### src/rtl/mips_trace_pkg.sv
// Shared types and constants for the writeback trace capture block.
// Optional macro MIPS_WB_TRACE_PC_EN adds the writeback PC to every entry.
package mips_trace_pkg;

  localparam int unsigned REG_W  = 5;
  localparam int unsigned DATA_W = 32;
  localparam int unsigned PC_W   = 32;

  localparam logic [PC_W-1:0] END_PC_DEFAULT = 32'h58;

  typedef enum logic [1:0] {
    RUN   = 2'd0,
    DRAIN = 2'd1,
    DONE  = 2'd2
  } trace_state_e;

  typedef struct packed {
`ifdef MIPS_WB_TRACE_PC_EN
    logic [PC_W-1:0]   pc;
`endif
    logic [REG_W-1:0]  reg_num;
    logic [DATA_W-1:0] data;
  } trace_entry_t;

  localparam int unsigned ENTRY_W = $bits(trace_entry_t);

endpackage

### src/rtl/mips_wb_trace_if.sv
// Trace drain port: valid/ready handshake plus the head entry payload.
// Optional macro MIPS_WB_TRACE_PC_EN adds tr_pc.
interface mips_wb_trace_if;
  import mips_trace_pkg::*;

  logic              tr_valid;
  logic              tr_ready;
  logic [REG_W-1:0]  tr_reg;
  logic [DATA_W-1:0] tr_data;
`ifdef MIPS_WB_TRACE_PC_EN
  logic [PC_W-1:0]   tr_pc;
`endif

  modport master (
    output tr_valid,
    output tr_reg,
    output tr_data,
`ifdef MIPS_WB_TRACE_PC_EN
    output tr_pc,
`endif
    input  tr_ready
  );

  modport slave (
    input  tr_valid,
    input  tr_reg,
    input  tr_data,
`ifdef MIPS_WB_TRACE_PC_EN
    input  tr_pc,
`endif
    output tr_ready
  );

endinterface

### src/rtl/mips_trace_fifo.sv
// Generic synchronous FIFO with wrap-bit pointers and a registered-storage head.
module mips_trace_fifo #(
  parameter int unsigned WIDTH = 37,
  parameter int unsigned DEPTH = 16
) (
  input  logic                       clk,
  input  logic                       reset,
  input  logic                       push_i,
  input  logic                       pop_i,
  input  logic [WIDTH-1:0]           data_i,
  output logic                       full_o,
  output logic                       empty_o,
  output logic [WIDTH-1:0]           head_o,
  output logic [$clog2(DEPTH):0]     count_o
);

  localparam int unsigned AW = $clog2(DEPTH);

  logic [AW:0]      wr_ptr_q, wr_ptr_d;
  logic [AW:0]      rd_ptr_q, rd_ptr_d;
  logic [WIDTH-1:0] mem_q [DEPTH];
  logic             do_push_c;
  logic             do_pop_c;

  // Full/empty from the wrap bit; a push into a full FIFO succeeds when a pop frees a slot.
  always_comb begin
    empty_o   = (wr_ptr_q == rd_ptr_q);
    full_o    = (wr_ptr_q[AW] != rd_ptr_q[AW]) &&
                (wr_ptr_q[AW-1:0] == rd_ptr_q[AW-1:0]);
    do_pop_c  = pop_i & ~empty_o;
    do_push_c = push_i & (~full_o | do_pop_c);
    wr_ptr_d  = wr_ptr_q;
    rd_ptr_d  = rd_ptr_q;
    if (do_push_c) wr_ptr_d = wr_ptr_q + (AW+1)'(1);
    if (do_pop_c)  rd_ptr_d = rd_ptr_q + (AW+1)'(1);
    count_o   = wr_ptr_q - rd_ptr_q;
    head_o    = mem_q[rd_ptr_q[AW-1:0]];
  end

  // Pointer registers.
  always_ff @(posedge clk or negedge reset) begin
    if (!reset) begin
      wr_ptr_q <= '0;
      rd_ptr_q <= '0;
    end else begin
      wr_ptr_q <= wr_ptr_d;
      rd_ptr_q <= rd_ptr_d;
    end
  end

  // Storage; contents are don't-care while the slot is unoccupied.
  always_ff @(posedge clk) begin
    if (do_push_c) mem_q[wr_ptr_q[AW-1:0]] <= data_i;
  end

endmodule

### src/rtl/mips_wb_trace.sv
// Captures register writebacks into a trace FIFO until END_PC is fetched,
// then drains and raises done. Optional macro MIPS_WB_TRACE_PC_EN adds
// wb_pc capture and the tr_pc output.
module mips_wb_trace
  import mips_trace_pkg::*;
#(
  parameter int unsigned      DEPTH  = 16,
  parameter logic [PC_W-1:0]  END_PC = END_PC_DEFAULT,
  parameter int unsigned      CNT_W  = 16
) (
  input  logic              clk,
  input  logic              reset,
  input  logic [PC_W-1:0]   pc,
  input  logic              wb_we,
  input  logic [REG_W-1:0]  wb_reg,
  input  logic [DATA_W-1:0] wb_data,
`ifdef MIPS_WB_TRACE_PC_EN
  input  logic [PC_W-1:0]   wb_pc,
`endif
  mips_wb_trace_if.master   tr,
  output logic [CNT_W-1:0]  tr_count,
  output logic              overflow,
  output logic              done
);

  localparam int unsigned AW = $clog2(DEPTH);

  trace_state_e   state_q, state_d;
  logic [CNT_W-1:0] count_q, count_d;
  logic           overflow_q, overflow_d;

  logic           fifo_full;
  logic           fifo_empty;
  logic [AW:0]    fifo_count;
  trace_entry_t   fifo_head;
  trace_entry_t   push_entry_c;

  logic           event_c;
  logic           pop_c;
  logic           push_c;
  logic           drop_c;

  // Entry assembled from the writeback stage.
  always_comb begin
    push_entry_c         = '0;
    push_entry_c.reg_num = wb_reg;
    push_entry_c.data    = wb_data;
`ifdef MIPS_WB_TRACE_PC_EN
    push_entry_c.pc      = wb_pc;
`endif
  end

  // State register.
  always_ff @(posedge clk or negedge reset) begin
    if (!reset) state_q <= RUN;
    else        state_q <= state_d;
  end

  // Next state plus event qualification; DRAIN exits once the FIFO is empty after this edge's pop.
  always_comb begin
    state_d = state_q;
    event_c = 1'b0;
    pop_c   = ~fifo_empty & tr.tr_ready;
    push_c  = 1'b0;
    drop_c  = 1'b0;
    case (state_q)
      RUN: begin
        event_c = wb_we && (wb_reg != '0);
        push_c  = event_c & (~fifo_full | pop_c);
        drop_c  = event_c & fifo_full & ~pop_c;
        if (pc == END_PC) state_d = DRAIN;
      end
      DRAIN: begin
        if (fifo_empty || (pop_c && fifo_count == (AW+1)'(1))) state_d = DONE;
      end
      DONE: begin
        state_d = DONE;
      end
      default: begin
        state_d = RUN;
      end
    endcase
  end

  // Saturating accept counter and sticky overflow.
  always_comb begin
    count_d    = count_q;
    overflow_d = overflow_q;
    if (push_c && count_q != '1) count_d = count_q + CNT_W'(1);
    if (drop_c)                  overflow_d = 1'b1;
  end

  always_ff @(posedge clk or negedge reset) begin
    if (!reset) begin
      count_q    <= '0;
      overflow_q <= 1'b0;
    end else begin
      count_q    <= count_d;
      overflow_q <= overflow_d;
    end
  end

  mips_trace_fifo #(
    .WIDTH (ENTRY_W),
    .DEPTH (DEPTH)
  ) u_fifo (
    .clk     (clk),
    .reset   (reset),
    .push_i  (push_c),
    .pop_i   (pop_c),
    .data_i  (push_entry_c),
    .full_o  (fifo_full),
    .empty_o (fifo_empty),
    .head_o  (fifo_head),
    .count_o (fifo_count)
  );

  // Head presented from storage; forced to zero while empty so reset shows all zeros.
  always_comb begin
    tr.tr_valid = ~fifo_empty;
    tr.tr_reg   = fifo_empty ? '0 : fifo_head.reg_num;
    tr.tr_data  = fifo_empty ? '0 : fifo_head.data;
`ifdef MIPS_WB_TRACE_PC_EN
    tr.tr_pc    = fifo_empty ? '0 : fifo_head.pc;
`endif
    tr_count    = count_q;
    overflow    = overflow_q;
    done        = (state_q == DONE);
  end

endmodule

### src/flat_wrapper.sv
// flat-port wrapper written by rule: the top's interface ports become plain ports
module mips_wb_trace_flat import mips_trace_pkg::*;
#(
  parameter int unsigned      DEPTH  = 16,
  parameter logic [PC_W-1:0]  END_PC = END_PC_DEFAULT,
  parameter int unsigned      CNT_W  = 16
)
  (clk, reset, pc, wb_we, wb_reg, wb_data, tr_count, overflow, done, tr_tr_valid, tr_tr_reg, tr_tr_data, tr_tr_ready);
  mips_wb_trace_if tr_i ();
  input  logic clk;
  input  logic reset;
  input  logic [PC_W-1:0] pc;
  input  logic wb_we;
  input  logic [REG_W-1:0] wb_reg;
  input  logic [DATA_W-1:0] wb_data;
  output logic [CNT_W-1:0] tr_count;
  output logic overflow;
  output logic done;
  output wire logic [$bits(tr_i.tr_valid)-1:0] tr_tr_valid;
  output wire logic [$bits(tr_i.tr_reg)-1:0] tr_tr_reg;
  output wire logic [$bits(tr_i.tr_data)-1:0] tr_tr_data;
  input wire logic [$bits(tr_i.tr_ready)-1:0] tr_tr_ready;
  assign tr_tr_valid = tr_i.tr_valid;
  assign tr_tr_reg = tr_i.tr_reg;
  assign tr_tr_data = tr_i.tr_data;
  assign tr_i.tr_ready = tr_tr_ready;
  mips_wb_trace #(.DEPTH(DEPTH), .END_PC(END_PC), .CNT_W(CNT_W)) u_core (.clk(clk), .reset(reset), .pc(pc), .wb_we(wb_we), .wb_reg(wb_reg), .wb_data(wb_data), .tr(tr_i), .tr_count(tr_count), .overflow(overflow), .done(done));
endmodule
### config.mk
export PLATFORM = sky130hd
export DESIGN_NAME = mips_wb_trace_flat
export DESIGN_NICKNAME = d
export VERILOG_FILES = /design/src/rtl/mips_trace_pkg.sv /design/src/rtl/mips_wb_trace_if.sv /design/src/rtl/mips_trace_fifo.sv /design/src/rtl/mips_wb_trace.sv /design/src/flat_wrapper.sv
export SDC_FILE = /design/constraint.sdc
export NUM_CORES = 1
export LEC_CHECK = 0
export ABC_AREA = 1
export CAP_MARGIN = 20
export CORE_ASPECT_RATIO = 0.5
export CORE_MARGIN = 5
export CORE_UTILIZATION = 60
export CTS_CLUSTER_DIAMETER = 50
export DETAILED_ROUTE_END_ITERATION = 16
export GPL_TIMING_DRIVEN = 0
export PLACE_DENSITY_LB_ADDON = 0.12
export SYNTH_ARGS = -nofsm -noshare
export SYNTH_HDL_FRONTEND = slang
export SYNTH_SLANG_ARGS = --single-unit
### constraint.sdc
create_clock -name clk -period 3.9 [get_ports clk]
set_input_delay 0.39 -clock clk [delete_from_list [all_inputs] [get_ports clk]]
set_output_delay 0.39 -clock clk [all_outputs]
set_load 0.005 [all_outputs]
-- After elaboration in Yosys (flattened, before gate mapping)
Memory sizes are Yosys's and may differ from the RTL's.
Index checks and enable logic that the tools add are counted.
- output and inout bits: 56
- memories kept: 1
- register bits after elaboration: 29
- RAM bits: 592
- bitwise logic cells: 11
- multiplexer cells: 9
- equal/unequal tests: 10
- reductions and logical operators: 8
- add/sub/neg operators: 4
- memories (memory ; depth ; bits a word ; rd ports ; clocked after Yosys merged registers in ; write ports ; RTL line ; source):
    u_core.u_fifo.mem_q ; 16 ; 37 ; 1 ; 0 ; 1 ; mips_trace_fifo.sv:21 ; logic [WIDTH-1:0] mem_q [DEPTH];
- operator list (operator ; number):
    $eq 32x7->1 const B ; 1
    $mux 32 ; 1
    $add 16x1->16 const B ; 1
    $ne 16x16->1 const B ; 1
    $add 5x1->5 const B ; 2
    $and 1x1->1 ; 6
    $pmux 2 s3 ; 1
    $eq 5x1->1 const B ; 1
    $eq 5x5->1 ; 1
    $mux 5 ; 1
    $reduce_bool 5->1 ; 1
    $sub 5x5->5 ; 1
    $eq 4x4->1 ; 1
    $logic_and 1x1->1 ; 4
    $mux 1 ; 4
    $mux 2 ; 2
    $ne 2x1->1 const B ; 2
    $not 1->1 ; 3
    $eq 2x1->1 const B ; 1
    $eq 2x2->1 const B ; 1
    $logic_not 2->1 ; 1
    $or 1x1->1 ; 2
    $reduce_and 2->1 ; 1
    $logic_or 1x1->1 ; 1
    $ne 1x1->1 ; 1

-- Longest topological paths before layout
- word-level depth: 9
- depth in mapped cells: 15
- depth with buffers taken out: 14

-- Modules after synthesis
From an unflattened synthesis, not the netlist that was laid out.
- cells, all modules: 2957
- area, all modules: 28319.7 um^2
- by module, submodules not included (module ; times used ; area each (um^2) ; cells an instance):
    mips_trace_fifo ; 1 ; 26595.5 ; 2657
    mips_wb_trace ; 1 ; 1724.2 ; 300

-- Least setup slack after synthesis
No wires, ideal clock.
- kind: reg-to-reg
- from: register u_core.u_fifo.rd_ptr_q[1]
- to: memory u_core.u_fifo.mem_q[11][0], enable pin
- cell stages (with the launch flop): 13
- path buffers: 3
- setup slack: 259 ps
- library setup time: 431 ps
- arrival: 3210 ps
- clock period less this slack: 3641 ps
- cell sequence: dfrtp_1 -> buf_4 -> inv_2 -> buf_4 -> buf_2 -> ha_1 -> nand2_1 -> nor2_1 -> nand3_2 -> nand2_2 -> nor2_1 -> inv_1 -> nor2_1
- word-level cells in the longest chain between the ends: 9
- elaborated cells between the ends (all ways): 14
- classes of those cells: eq/ne (2); mux (3); bitwise (8); reduce/logical (1)
- RTL lines (element ; RTL line ; source):
    from (decl) ; mips_trace_fifo.sv:20 ; logic [AW:0] rd_ptr_q, rd_ptr_d;
    from (signal assigned) ; mips_trace_fifo.sv:47 ; rd_ptr_q <= rd_ptr_d;
    $eq 5x5->1 / $eq 4x4->1 (equally long branches) ; mips_trace_fifo.sv:27, mips_trace_fifo.sv:29 ;
    $not 1->1 / $logic_and 1x1->1 (equally long branches) ; mips_trace_fifo.sv:30, mips_wb_trace.sv:63, mips_trace_fifo.sv:28 ;
    $and 1x1->1 / $not 1->1 (equally long branches) ; mips_wb_trace.sv:63, mips_trace_fifo.sv:31, mips_wb_trace.sv:69 ;
    $or 1x1->1 ; mips_wb_trace.sv:69 ; push_c = event_c & (~fifo_full | pop_c);
    $and 1x1->1 ; mips_wb_trace.sv:69 ;
    $mux 1 ; mips_wb_trace.sv:66 ; case (state_q)
    $and 1x1->1 * ; mips_trace_fifo.sv:31 ; do_push_c = push_i & (~full_o | do_pop_c);
    $mux 1 * ; mips_trace_fifo.sv:53 ; if (do_push_c) mem_q[wr_ptr_q[AW-1:0]] <= data_i;
    $mux 1 (implied by the code) * ; mips_trace_fifo.sv:53 ;
    to (decl) ; mips_trace_fifo.sv:21 ;
Every way passes the cells marked *; elsewhere a longest branch is shown, timed or not.

-- Worst setup path in the final report
- from: register u_core.u_fifo.rd_ptr_q[1]
- to: output tr_tr_data[29]
- word-level cells in the longest chain between the ends: 2
- elaborated cells between the ends (all ways): 3
- classes of those cells: eq/ne (1); mux (1); memory (1)
- RTL lines (element ; RTL line ; source):
    $mem_v2 16x37 / $eq 5x5->1 (equally long branches) ; - ;
    $mux 32 * ; mips_wb_trace.sv:122 ; tr.tr_data = fifo_empty ? '0 : fifo_head.data;
    to (decl) ; flat_wrapper.sv:21 ; output wire logic [$bits(tr_i.tr_data)-1:0] tr_tr_data;
Marked as above.

==> summary.md <==
## Outcome
• status: finished clean

## Floorplanning
• starting utilization of the core area: 60.4%
• total die area: 46500 µm²
• site row count: 53
• top-level port count: 129
• die span in y: 155 µm
• floorplan die width: 300 µm
• area of the placeable core: 41800 µm²

## Synthesis
• synthesized flop and latch total: 621
• number of distinct library cell variants in the gate-level netlist after synthesis: 37
• Synthesized Nets: 2115
• Synth Cell Area: 25200 µm²
• prevailing post-synth register cell: sky130_fd_sc_hd__edfxtp_1
• ys async rst share: 4.67%
• multiplexer share of the synthesized area: 0%
• adder and majority gate portion of the synthesized area: 0.724%
• number of cells produced by synthesis: 2028
• mean instance size in the synthesized netlist: 12.4 µm²
• simple-gate share of the synthesized area: 10.5%
• fraction of the mapped netlist area in compound gates: 11.1%
• sequential-to-total area share from yosys stat: 73.3%
• EDFF count, synth: 592
• main combinational cell family by area after synthesis: compound AO/OA/AOI/OAI gates
• synthesized-area fraction occupied by xor and xnor cells: 0.694%
• synthesis warning total: 0

## Cells and area
• synthesis-to-layout area growth: 16.0%
• fraction of final layout cells sized beyond drive strength 1: 8.05%
• Final Net Count: 2313
• final core utilization: 70.1%
• # diodes: 0

## Timing
• setup skew after layout: 20.6 ps
• Relative slew margins: 39.5%
• RSZ-0062 raised after global routing: false
• total of endpoints with negative setup slack in the final report: 0
• Hold Vio Cnt, Final: 0
• maximum clock frequency: 263 MHz
• Final Cycle Share: 97.7%
• TNS Setup: 0 ps
• final critical delay including setup and external delays: 3810 ps
• actual transition at the worst max-transition pin: 906 ps
• Max Slew Vio Count: 0

## Flow run
• max-cap viol count: 0

## Global routing
• initial antenna violation count: 0
• total global routing overflow: 0
• total routing resource utilization after global routing: 28.5%
• number of global-route vias before repair: 16600
• pin count of the biggest net entering global routing: 30
• global-route wire length before repair: 100000 µm

## Critical path
• Setup crit start kind: flip-flop
• maximum net fanout on the critical path: 11
• WP data required: 3510 ps
• crit path kind: flip-flop to primary output
• CP endpoint kind: primary output
• arrival time of data at the critical path endpoint: 3420 ps

## Drt
• wirelength, routed: 67500 µm
• antenna violation net count after detailed routing: 0
• detailed-route DRC error count: 0
• drt wl/cell: 24.0 µm
• via density per instance: 6.23
• total number of vias: 17500
• number of optimization iterations in the first detailed-route pass: 6
• DR iter-0 viols: 2808

## Power
• LEAKAGE: 0.00982 µW
• total power density per cell area: 762 nW/µm²
• largest voltage drop on the vdd net: 0.388 mV

## Place
• number of buffers inserted by port buffering: 128
• final weighted congestion in routability-driven placement: 0.868
• detailed placer's ending HPWL: 44400 µm

## Clocking
• TritonCTS clock tree: done
• number of clock buffers inserted by TritonCTS: 52
• Clock transition at path regs: 70 ps
• maximum number of buffers from clock root to sink: 3
• clk sink count: 621
• cell at the root of the clock tree: sky130_fd_sc_hd__clkbuf_16
• Post-CTS Repair Setup Buffers: 0
• H-tree depth: 2
• clock latency reported for the late side of the worst-skew pair: 580 ps

## Min path
• Hold Crit Class: input port to asynchronous set/reset pin

==> metal layers <==
layer	up-vias	GRT usage (%)	share of wire [%]
met5	-	0	0
met4	0	7.14	2.6
met3	155	5.49	12
met2	1144	43.2	44
met1	8536	43.6	41
li1	7685	-	-
==> logic make-up (layout without fill, tap and decap cells) <==
kind of cell               count (synthesis)  in the layout
and+or+nand+nor                          668            668
buffers and inverters                    203            437
AOI/OAI and AO/OA                        502            502
adders and majority gates                 14             14
DFF                                      621            621
xor gates and xnor gates                  20             20
==> path summary, 6_finish.rpt <==
| kind | start | end | slack (ps) | depth (start not counted) |
|---|---|---|---|---|
| min in group clk | wb_we | u_core.overflow$_DFFE_PN0P_ | 450 | 3 |
| max in group asynchronous | reset | u_core.u_fifo.rd_ptr_q[2]$_DFFE_PN0P_ | 3030 | 2 |
| min | reset | u_core.tr_count[2]$_DFFE_PN0P_ | 390 | 2 |
| max | u_core.u_fifo.rd_ptr_q[1]$_DFFE_PN0P_ | tr_tr_data[29] | 90 | 13 |
| max reg2reg | u_core.u_fifo.rd_ptr_q[1]$_DFFE_PN0P_ | u_core.u_fifo.mem_q[0][13]$_DFFE_PP_ | 370 | 13 |
| min reg2reg | u_core.overflow$_DFFE_PN0P_ | u_core.overflow$_DFFE_PN0P_ | 480 | 1 |
==> repair_timing <==
action,CTS,global route
pin swaps,0,0
hold buffers,1,0
gates resized for setup,11,18
setup endpoints to repair,84,31
endpoints found under the hold margin,29,0
==> state kept, by name (all words and copies together) (netlist names) <==
register	count
u_core.u_fifo.mem_q	592
u_core.tr_count	16
u_core.u_fifo.rd_ptr_q	5
u_core.u_fifo.wr_ptr_q	5
u_core.state_q	2
u_core.overflow	1
==> cell usage in the layout (no fill, tap or decap), drive strengths merged, types with 2 or more instances in the layout <==
cell type,count
nand3,53
clkdlybuf4s50,127
nand3b,2
dfrtp,29
bufinv,2
edfxtp,592
o211ai,74
o22ai,74
ha,13
clkinv,22
nor2,415
inv,81
buf,74
o21ai,312
xor2,20
a21oi,40
nor3,9
clkbuf,129
nand2,179
nand4,6
==> stage by stage <==
step,hold slack (ps),cell area (µm²),power [µW],std cells,setup slack (ps)
after floorplan,94.4,25200,13200,2028,259
after global placement,460,27200,16900,2706,-2270
after detailed placement,470,27700,17200,2722,12.2
after CTS,397,29200,22100,2813,7.98
after global routing,467,29300,23400,2812,3.42
final,386,29300,22300,2812,90.9
==> where the power goes <==
part	total [µW]	leakage [µW]	internal, µW	switching [µW]
clock network	4950	0.000765	2630	2320
registers	8330	0.00572	8060	265
logic	9030	0.00334	3160	5880
total	22300	0.00982	13800	8460
==> critical path, cell delays in order, from the launching register on <==
cell                              delay (ps)
sky130_fd_sc_hd__dfrtp_1                 370
sky130_fd_sc_hd__buf_4                   220
sky130_fd_sc_hd__inv_2                    80
sky130_fd_sc_hd__buf_6                   170
sky130_fd_sc_hd__buf_6                   160
sky130_fd_sc_hd__ha_1                    310
sky130_fd_sc_hd__nand2_1                  60
sky130_fd_sc_hd__nor2_1                  160
sky130_fd_sc_hd__nand2_1                 120
sky130_fd_sc_hd__inv_1                    80
sky130_fd_sc_hd__buf_4                   250
sky130_fd_sc_hd__buf_4                   290
sky130_fd_sc_hd__a21oi_1                  80
sky130_fd_sc_hd__clkdlybuf4s50_1         450
==> final cells by class <==
| type | count | area [µm²] |
|---|---|---|
| repair buffers | 145 | 1610 |
| fillers | 2826 | 12500 |
| flip-flops and latches | 621 | 18500 |
| well taps | 550 | 688 |
| clock buffers | 65 | 1380 |
| clock inverters | 25 | 169 |
| multi-input cells | 1204 | 5940 |
| plain buffers | 121 | 667 |
| inverters | 81 | 307 |
==> synth_stat cells, types with 3 or more instances <==
cell | instances | area [µm²]
sky130_fd_sc_hd__nand4_1 | 6 | 37.5
sky130_fd_sc_hd__buf_6 | 11 | 124
sky130_fd_sc_hd__nor3_1 | 8 | 40.0
sky130_fd_sc_hd__nor2_1 | 414 | 1550
sky130_fd_sc_hd__nand3_1 | 51 | 255
sky130_fd_sc_hd__buf_1 | 3 | 11.3
sky130_fd_sc_hd__dfrtp_1 | 29 | 726
sky130_fd_sc_hd__xor2_1 | 20 | 175
sky130_fd_sc_hd__edfxtp_1 | 592 | 17800
sky130_fd_sc_hd__o21ai_1 | 32 | 160
sky130_fd_sc_hd__a21oi_1 | 39 | 195
sky130_fd_sc_hd__inv_1 | 78 | 293
sky130_fd_sc_hd__o21ai_0 | 280 | 1400
sky130_fd_sc_hd__ha_1 | 13 | 163
sky130_fd_sc_hd__buf_2 | 30 | 150
sky130_fd_sc_hd__nand2_1 | 178 | 668
sky130_fd_sc_hd__buf_4 | 11 | 82.6
sky130_fd_sc_hd__o22ai_1 | 74 | 463
sky130_fd_sc_hd__o211ai_1 | 74 | 556
sky130_fd_sc_hd__clkbuf_1 | 64 | 240
(Power assumes the default switching activity.)
